**src/rtl/cpu_pkg.sv**
```systemverilog
// Shared definitions for the 8-bit bus CPU datapath.
//   DEF_DATA_W / DEF_ADDR_W : default bus and address widths
//   ctrl_t                  : the 15-bit control word, MSB first (hlt .. j)
//   bus_sel_e               : which source drives the shared bus this cycle
package cpu_pkg;

  localparam int DEF_DATA_W = 8;
  localparam int DEF_ADDR_W = 4;

  typedef struct packed {
    logic hlt;
    logic mi;
    logic ri;
    logic ro;
    logic io;
    logic ii;
    logic ai;
    logic ao;
    logic sumo;
    logic sub;
    logic bi;
    logic oi;
    logic ce;
    logic co;
    logic j;
  } ctrl_t;

  typedef enum logic [2:0] {
    BUS_NONE,
    BUS_PC,
    BUS_RAM,
    BUS_IR,
    BUS_A,
    BUS_ALU
  } bus_sel_e;

endpackage

```
**src/rtl/cpu_datapath_ram.sv**
```systemverilog
// 16x8 (parameterised) RAM for the bus CPU.
//   clk     : write clock
//   i_we    : write enable, already qualified by the caller
//   i_waddr : write address
//   i_wdata : write data
//   i_raddr : asynchronous read address
//   o_rdata : RAM[i_raddr], combinational
module cpu_ram16x8 #(
  parameter int DATA_W = 8,
  parameter int ADDR_W = 4
) (
  input  logic              clk,
  input  logic              i_we,
  input  logic [ADDR_W-1:0] i_waddr,
  input  logic [DATA_W-1:0] i_wdata,
  input  logic [ADDR_W-1:0] i_raddr,
  output logic [DATA_W-1:0] o_rdata
);

  logic [DATA_W-1:0] r_mem [2**ADDR_W];

  // NOTE: memory arrays get no reset branch; program contents must survive rst.
  always_ff @(posedge clk) begin
    if (i_we) r_mem[i_waddr] <= i_wdata;
  end

  assign o_rdata = r_mem[i_raddr];

endmodule

```
**src/rtl/cpu_datapath.sv**
```systemverilog
// Datapath of the 8-bit bus CPU: PC, MAR, IR, A, B, ALU, RAM and output
// register all sharing one bus, driven by the decoder's control word.
//   clk, rst                     : clock, async active-low reset
//   hlt .. j                     : control word for this step
//   prog_mode/prog_we/addr/data  : RAM programming port
//   insn                         : IR contents back to the decoder
//   bus, bus_conflict            : combinational bus value / multi-driver flag
//   a_reg, b_reg, pc, out_val    : architectural state
//   out_strobe                   : one-cycle pulse after out_val loads
//   cf, zf                       : ALU flags, loaded on sumo
module cpu_datapath
  import cpu_pkg::*;
#(
  parameter int DATA_W = DEF_DATA_W,
  parameter int ADDR_W = DEF_ADDR_W
) (
  input  logic              clk,
  input  logic              rst,
  input  logic              hlt,
  input  logic              mi,
  input  logic              ri,
  input  logic              ro,
  input  logic              io,
  input  logic              ii,
  input  logic              ai,
  input  logic              ao,
  input  logic              sumo,
  input  logic              sub,
  input  logic              bi,
  input  logic              oi,
  input  logic              ce,
  input  logic              co,
  input  logic              j,
  input  logic              prog_mode,
  input  logic              prog_we,
  input  logic [ADDR_W-1:0] prog_addr,
  input  logic [DATA_W-1:0] prog_data,
  output logic [DATA_W-1:0] insn,
  output logic [DATA_W-1:0] bus,
  output logic [DATA_W-1:0] a_reg,
  output logic [DATA_W-1:0] b_reg,
  output logic [ADDR_W-1:0] pc,
  output logic [DATA_W-1:0] out_val,
  output logic              out_strobe,
  output logic              cf,
  output logic              zf,
  output logic              bus_conflict
);

  ctrl_t             w_ctrl;
  logic              w_update_en;
  bus_sel_e          w_bus_sel;
  logic [4:0]        w_drivers;
  logic [DATA_W-1:0] w_b_op;
  logic [DATA_W:0]   w_alu_full;
  logic [DATA_W-1:0] w_alu;
  logic [DATA_W-1:0] w_ram_rdata;
  logic              w_ram_we;
  logic [ADDR_W-1:0] w_ram_waddr;
  logic [DATA_W-1:0] w_ram_wdata;

  logic [ADDR_W-1:0] r_pc;
  logic [ADDR_W-1:0] r_mar;
  logic [DATA_W-1:0] r_ir;
  logic [DATA_W-1:0] r_a;
  logic [DATA_W-1:0] r_b;
  logic [DATA_W-1:0] r_out;
  logic              r_strobe;
  logic              r_cf;
  logic              r_zf;

  assign w_ctrl      = {hlt, mi, ri, ro, io, ii, ai, ao, sumo, sub, bi, oi, ce, co, j};
  assign w_update_en = !w_ctrl.hlt && !prog_mode;

  // ALU: subtraction is A + ~B + 1, so carry-out 1 means no borrow.
  assign w_b_op     = w_ctrl.sub ? ~r_b : r_b;
  assign w_alu_full = {1'b0, r_a} + {1'b0, w_b_op} + {{DATA_W{1'b0}}, w_ctrl.sub};
  assign w_alu      = w_alu_full[DATA_W-1:0];

  assign w_drivers    = {w_ctrl.co, w_ctrl.ro, w_ctrl.io, w_ctrl.ao, w_ctrl.sumo};
  assign bus_conflict = ($countones(w_drivers) > 1);

  // NOTE: every always_comb output gets a default first, so no path can infer a latch.
  always_comb begin
    w_bus_sel = BUS_NONE;
    if      (w_ctrl.co)   w_bus_sel = BUS_PC;
    else if (w_ctrl.ro)   w_bus_sel = BUS_RAM;
    else if (w_ctrl.io)   w_bus_sel = BUS_IR;
    else if (w_ctrl.ao)   w_bus_sel = BUS_A;
    else if (w_ctrl.sumo) w_bus_sel = BUS_ALU;
  end

  always_comb begin
    bus = '0;
    case (w_bus_sel)
      BUS_PC:  bus = {{(DATA_W-ADDR_W){1'b0}}, r_pc};
      BUS_RAM: bus = w_ram_rdata;
      BUS_IR:  bus = {{(DATA_W-ADDR_W){1'b0}}, r_ir[ADDR_W-1:0]};
      BUS_A:   bus = r_a;
      BUS_ALU: bus = w_alu;
      default: bus = '0;
    endcase
  end

  // One write port shared by the programming interface and the datapath.
  // Gating with rst drops a write that coincides with an active reset.
  assign w_ram_we    = rst && (prog_mode ? prog_we : (w_update_en && w_ctrl.ri));
  assign w_ram_waddr = prog_mode ? prog_addr : r_mar;
  assign w_ram_wdata = prog_mode ? prog_data : bus;

  cpu_ram16x8 #(
    .DATA_W (DATA_W),
    .ADDR_W (ADDR_W)
  ) u_ram (
    .clk     (clk),
    .i_we    (w_ram_we),
    .i_waddr (w_ram_waddr),
    .i_wdata (w_ram_wdata),
    .i_raddr (r_mar),
    .o_rdata (w_ram_rdata)
  );

  // NOTE: non-blocking assignments make every load see the pre-edge bus and registers.
  always_ff @(posedge clk or negedge rst) begin
    if (!rst) begin
      r_pc     <= '0;
      r_mar    <= '0;
      r_ir     <= '0;
      r_a      <= '0;
      r_b      <= '0;
      r_out    <= '0;
      r_strobe <= 1'b0;
      r_cf     <= 1'b0;
      r_zf     <= 1'b0;
    end else if (w_update_en) begin
      if (w_ctrl.mi) r_mar <= bus[ADDR_W-1:0];
      if (w_ctrl.ii) r_ir  <= bus;
      if (w_ctrl.ai) r_a   <= bus;
      if (w_ctrl.bi) r_b   <= bus;
      if (w_ctrl.oi) r_out <= bus;
      r_strobe <= w_ctrl.oi;
      if (w_ctrl.j)       r_pc <= bus[ADDR_W-1:0];
      else if (w_ctrl.ce) r_pc <= r_pc + 1'b1;
      if (w_ctrl.sumo) begin
        r_cf <= w_alu_full[DATA_W];
        r_zf <= (w_alu == '0);
      end
    end else begin
      r_strobe <= 1'b0;
    end
  end

  assign insn       = r_ir;
  assign a_reg      = r_a;
  assign b_reg      = r_b;
  assign pc         = r_pc;
  assign out_val    = r_out;
  assign out_strobe = r_strobe;
  assign cf         = r_cf;
  assign zf         = r_zf;

endmodule
```
**config.mk**
```make
export PLATFORM = sky130hd
export DESIGN_NAME = cpu_datapath
export DESIGN_NICKNAME = d
export VERILOG_FILES = /design/src/rtl/cpu_pkg.sv /design/src/rtl/cpu_datapath_ram.sv /design/src/rtl/cpu_datapath.sv
export SDC_FILE = /design/constraint.sdc
export NUM_CORES = 1
export LEC_CHECK = 0
export BUFFER_PORTS_ARGS = -buffer_cell sky130_fd_sc_hd__buf_2
export CORE_MARGIN = 2
export CORE_UTILIZATION = 59
export CTS_CLUSTER_SIZE = 16
export DETAILED_ROUTE_END_ITERATION = 16
export GPL_ROUTABILITY_DRIVEN = 0
export GPL_TIMING_DRIVEN = 0
export PLACE_DENSITY = 0.8
export SLEW_MARGIN = 30
export SYNTH_ARGS = -nofsm -noshare
export SYNTH_HDL_FRONTEND = slang
export SYNTH_HIERARCHICAL = 1
export SYNTH_SLANG_ARGS = --single-unit
```
**constraint.sdc**
```tcl
create_clock -name clk -period 4.2 [get_ports clk]
set_clock_uncertainty 0.15 [all_clocks]
set_input_delay 0.84 -clock clk [delete_from_list [all_inputs] [get_ports clk]]
set_output_delay 0.84 -clock clk [all_outputs]
set_load 0.05 [all_outputs]
```
==> impl_metrics.toml, run 1 <==
[outcome]
run_status = "completed"

[place]
pre_cts_slack_ns = -0.0825
total_placed_instance_area_um2 = 8380
hpwl_mm = 11.9
buffers_on_ports = 75

[route]
detail_route.first_pass.iterations = 8
drc = 0
drtAntennaViolNets = 0
dr.first_iter.drc_count = 664
totalWireLength_mm = 18.6
dr_total_vias = 5072
post_drt_via_cell_ratio = 6.28
post_drt_wl_per_cell_um = 23.1

[floorplan]
std_cell_rows = 41
fp.dieArea_um2 = 14000
die_height_um = 118
design.core.area_um2 = 12700
die_x_um = 118
io_pins = 79
initial_utilization_pct = 60.7

[sta]
final-hold-violation-count = 0
setup_total_negative_slack_ns = 0
final_critical_path_setup_slack_ns = 0.0726
fmaxAchievable_mhz = 242
slew_viol_final = 0
relSlewSlack_pct = 34.7
fin_worst_hold_slack_ns = 0.263
min_period_over_period_pct = 98.3
period_needed_ns = 4.13
timing_worst_slew_pin_value_ns = 0.960
finalSetupViolations = 0

[clock_network]
tritoncts = "built"
post_cts_hold_buffer_count = 0
clkLatencyLatePin_ns = 0.42
maximum_level_of_the_cts_h_tree = 4
clock_sink_total = 171
clkTransAtPathRegs_ns = 0.07
cts_inserted_buffers = 17
cts_max_path_buffers = 2
cts-root-buf = "clkbuf_16"

[worst_setup_path]
timing.critical_path.from = "r_mar[0]"
startpoint_type = "flop"
end_kind = "output port"
timing.setup.critical_path_class = "flop to output port"
worstRegToRegCells = 8
critical_path.reg2reg.startpoint = "b_reg[0]"
critical_path.reg2reg.endpoint = "u_ram/r_mem[13][6]"
worstPathMaxFanout = 10
cp_data_required_time_ns = 3.21
cp_data_arrival_time_ns = 3.14
regToRegSetupSlack_ns = 0.62

[global_routing]
grt_start_max_net_pins = 45
globalRoute.totalOverflow = 0
global_route_wire_length_before_repair_mm = 28.2
antenna_found_initial = 0
total_track_usage_pct = 27.5
first_global_vias = 4989

[yosys]
yosys.cell_types.count = 64
synthArstFlopShare_pct = 25.1
yosys_most_used_dff = "edfxtp_1"
post_synth_inst_count = 519
post_synth_instance_area_um2 = 7730
ys_ff_latch = 171
synth-warning-count = 6
synth-edff-count = 128
seq_area_frac_synth_pct = 63.7
synth_nets = 564
avgSynthCellArea_um2 = 14.9

[cells_and_area]
layout.cells.most_common = "edfxtp_1"
layout_common_cells = "128 x edfxtp_1, 81 x buf_2, 57 x nor2_1"
flip_flop_count_of_the_largest_register_after_layout = 128
diodes = 0
largest_register = "u_ram/r_mem"
area_growth_pct = 18.5
number_of_nets_in_the_layout = 668
layout.cell_area.non_filler_um2 = 9150
drive_gt1_share_pct = 29.6

[pwr]
leakagePower_nw = 3.52
irDropWorstVdd_uv = 354
power.total_w = 0.00566
power_density_over_cell_area_nw_per_um2 = 618

[run]
cap_viol_max_count = 0

[hold_path]
hold_path.class = "primary input to asynchronous set/reset pin"
## where the power goes
group / total (W) / switching, W / internal [W]
Clock: 0.00165 / 0.000618 / 0.00103
Combinational: 0.00187 / 0.00124 / 0.000633
Sequential: 0.00214 / 0.000137 / 0.00200
Total: 0.00566 / 0.00199 / 0.00367
## per-layer routing
layer	global-route usage [%]	wire length, µm
met1	35.9	7350
met2	46.2	9400
met3	4.97	1440
met4	11.0	442
met5	0	0
## area by class of cell
| class | count | area [µm²] |
|---|---|---|
| fill | 839 | 3570 |
| sequential | 171 | 4920 |
| clock inverter | 6 | 62.6 |
| clock buffer | 26 | 589 |
| multi-input combinational | 301 | 2670 |
| tap | 172 | 215 |
| inverter | 21 | 78.8 |
| timing repair buffer | 85 | 450 |
| buffer | 26 | 165 |
## Yosys cell counts, drive strengths merged (2+ instances only)
cell | number | area, µm²
nand4 | 2 | 12.5
buf | 13 | 97.6
o21a | 3 | 22.5
a31o | 2 | 17.5
o31a | 2 | 17.5
a2111oi | 2 | 55.1
xnor2 | 2 | 17.5
a21oi | 46 | 234
o21ai | 6 | 30.0
a31oi | 2 | 12.5
nand3b | 4 | 30.0
mux2 | 6 | 67.6
or3 | 2 | 12.5
a22o | 3 | 26.3
a222oi | 2 | 20.0
o22ai | 2 | 12.5
nor4bb | 3 | 30.0
a22oi | 18 | 135
clkdlybuf4s25 | 3 | 30.0
nor2 | 58 | 225
nor3 | 8 | 45.0
a21o | 2 | 15.0
mux4 | 32 | 773
fa | 2 | 40.0
o221ai | 2 | 23.8
inv | 21 | 78.8
xor2 | 9 | 78.8
edfxtp | 128 | 3840
mux2i | 8 | 83.8
nand2 | 20 | 75.1
clkbuf | 10 | 37.5
and3 | 5 | 31.3
ha | 12 | 150
and2 | 8 | 50.1
nor2b | 8 | 50.1
dfrtp | 43 | 1080
nand2b | 5 | 31.3
## how the worst max path moves through the flow
stage | end | slack, ns | cells past startpoint
2_1_floorplan | bus[4] | 0.25 | 9
5_1_grt | bus[3] | -0.03 | 11
6_report | bus[3] | 0.07 | 11
3_5_place_dp | bus[3] | -0.08 | 9
4_1_cts | bus[3] | -0.07 | 10
3_3_place_gp | bus[4] | -0.10 | 10
## critical path, cell delays in order (launching register included)
cell	delay, ns
dfrtp_1	0.41
buf_6	0.15
buf_6	0.18
mux4_1	0.65
a22oi_2	0.26
nand2_1	0.12
a21oi_1	0.17
nor2_1	0.09
a211oi_4	0.21
buf_4	0.21
inv_1	0.05
buf_2	0.20
## per-stage QoR
step	std cells	utilization (%)
final	808	72.0
after global routing	808	72.0
after CTS	805	71.4
after detailed placement	768	65.9
after global placement	766	65.4
after floorplan	519	-
## cells by family (layout without fill, tap and decap cells)
group,Yosys count,after routing,share of synthesized area [%]
compound gates,98,98,8.84
xor+xnor,11,11,1.25
fa+ha+maj,14,14,2.46
buf+inv,47,164,3.16
flops,171,171,63.7
mux,46,46,12.0
simple gates,132,132,8.65
## repair_timing
action / 4_1_cts / 5_1_grt
cloned: 0 / 0
setup endpoints to repair: 7 / 6
pin swaps: 4 / 4
gates resized for setup: 3 / 8
buffers inserted: 5 / 3
No activity file was read; power rests on OpenSTA's default activity.
==> inputs of run 2 (changes only) <==
- CORE_ASPECT_RATIO: unset -> 0.75
- PLACE_DENSITY: 0.8 -> 0.78
==> impl_metrics.toml, run 2 (synthesis gave the netlist of run 1 again) <==
[clock_network]
cts-root-buf = "clkbuf_16"
tritoncts = "built"
cts_inserted_buffers = 17
clkTransAtPathRegs_ns = 0.07
maximum_level_of_the_cts_h_tree = 4
clkLatencyLatePin_ns = 0.42
cts_max_path_buffers = 2
clock_sink_total = 171

[global_routing]
global_route_wire_length_before_repair_mm = 28.4
grt_start_max_net_pins = 45
globalRoute.totalOverflow = 0
antenna_found_initial = 0
total_track_usage_pct = 28.6
first_global_vias = 4961

[floorplan]
std_cell_rows = 36
die_height_um = 103
design.core.area_um2 = 12900
die_x_um = 136
io_pins = 79
fp.dieArea_um2 = 14000
initial_utilization_pct = 60.0

[worst_setup_path]
startpoint_type = "flop"
cp_data_arrival_time_ns = 3.17
end_kind = "output port"
timing.setup.critical_path_class = "flop to output port"
cp_data_required_time_ns = 3.21
worstPathMaxFanout = 6

[cells_and_area]
multi_input_comb_area_um2 = 2690
largest_register = "u_ram/r_mem"
layout_common_cells = "128 x edfxtp_1, 79 x buf_2, 57 x nor2_1"
diodes = 0
flip_flop_count_of_the_largest_register_after_layout = 128
layout.area.seq_um2 = 4920
drive_gt1_share_pct = 31.2
number_of_nets_in_the_layout = 674
fillCellCount = 876
layout.cells.most_common = "edfxtp_1"
fin_cells = 813
area_growth_pct = 18.3

[route]
drtAntennaViolNets = 0
dr_total_vias = 5100
post_drt_wl_per_cell_um = 23.5
post_drt_via_cell_ratio = 6.27
detail_route.first_pass.iterations = 7
drc = 0
totalWireLength_mm = 19.1
dr.first_iter.drc_count = 517

[hold_path]
hold_path.class = "primary input to asynchronous set/reset pin"

[outcome]
run_status = "completed"

[pwr]
power.total_w = 0.00557
irDropWorstVdd_uv = 362
leakagePower_nw = 3.48
power_density_over_cell_area_nw_per_um2 = 610

[sta]
fmaxAchievable_mhz = 240
fin_worst_hold_slack_ns = 0.242
relSlewSlack_pct = 31.7
slew_viol_final = 0
min_period_over_period_pct = 99.1
timing_worst_slew_pin_value_ns = 1.00
final-hold-violation-count = 0
setup_repair_after_global_routing_missed_its_margin = "yes"
finalSetupViolations = 0
period_needed_ns = 4.16

[place]
post_placement_cell_count = 767
hpwl_mm = 12.8
buffers_on_ports = 75

[run]
cap_viol_max_count = 0
==> run 2: routing by layer <==
layer | wire length [µm] | global-route usage [%] | share of wire, % | vias up
met5 | 0 | 0 | 0 | -
met4 | 340 | 8.49 | 1.8 | 0
met3 | 1970 | 7.03 | 10 | 34
met2 | 8860 | 42.7 | 46 | 264
met1 | 7950 | 42.4 | 42 | 2586
li1 | - | - | - | 2216
==> run 2: worst max-delay path, cell delays in order (launching register included) <==
cell,delay (ns)
dfrtp_2,0.48
mux2i_4,0.32
inv_1,0.08
fa_1,0.41
and3_1,0.18
nor3_1,0.19
nor2_1,0.10
a222oi_1,0.28
buf_4,0.19
clkdlybuf4s18_2,0.27
inv_1,0.05
clkbuf_4,0.20
==> run 2: through the flow <==
step / utilization [%] / instance area [µm²] / worst slack (ns) / TNS (ns)
6_report: 70.9 / 9140 / 0.0365 / 0
5_1_grt: 70.9 / 9140 / -0.0791 / -0.112
4_1_cts: 70.2 / 9040 / 0.0143 / 0
3_5_place_dp: 65.0 / 8380 / -0.191 / -0.543
3_3_place_gp: 64.5 / 8320 / -0.258 / -5.20
2_1_floorplan: - / 7730 / 0.254 / 0
==> run 2: final cells by class <==
type	count	share of cell area [%]
flip-flops and latches	171	53.9
clock inverters	14	1.34
plain buffers	26	1.94
well taps	171	2.34
clock buffers	18	4.70
repair buffers	91	5.50
multi-input cells	301	29.5
inverters	21	0.863
==> run 2: worst paths after layout <==
check                           slack [ns]  cells past startpoint                 to     start
worst min-delay path                  0.24                      1           a_reg[2]       rst
min in group clk                      0.38                      2            insn[6]   insn[6]
worst max-delay path                  0.04                     11             bus[4]  b_reg[0]
max in group asynchronous             3.21                      1           b_reg[0]       rst
worst max register to register        0.57                      8  u_ram/r_mem[8][6]  b_reg[0]
worst min register to register        0.38                      2            insn[6]   insn[6]
==> run 2: repair_timing <==
item	CTS	global route
buffers inserted	11	3
hold buffers	0	0
setup endpoints to repair	7	8
gates cloned	0	0
gates resized for setup	7	15
pin swaps	5	3
==> run 2: power by group <==
part	internal, W	switching (W)	total [W]
Clock	0.000815	0.000656	0.00147
Combinational	0.000680	0.00127	0.00195
Sequential	0.00200	0.000147	0.00215
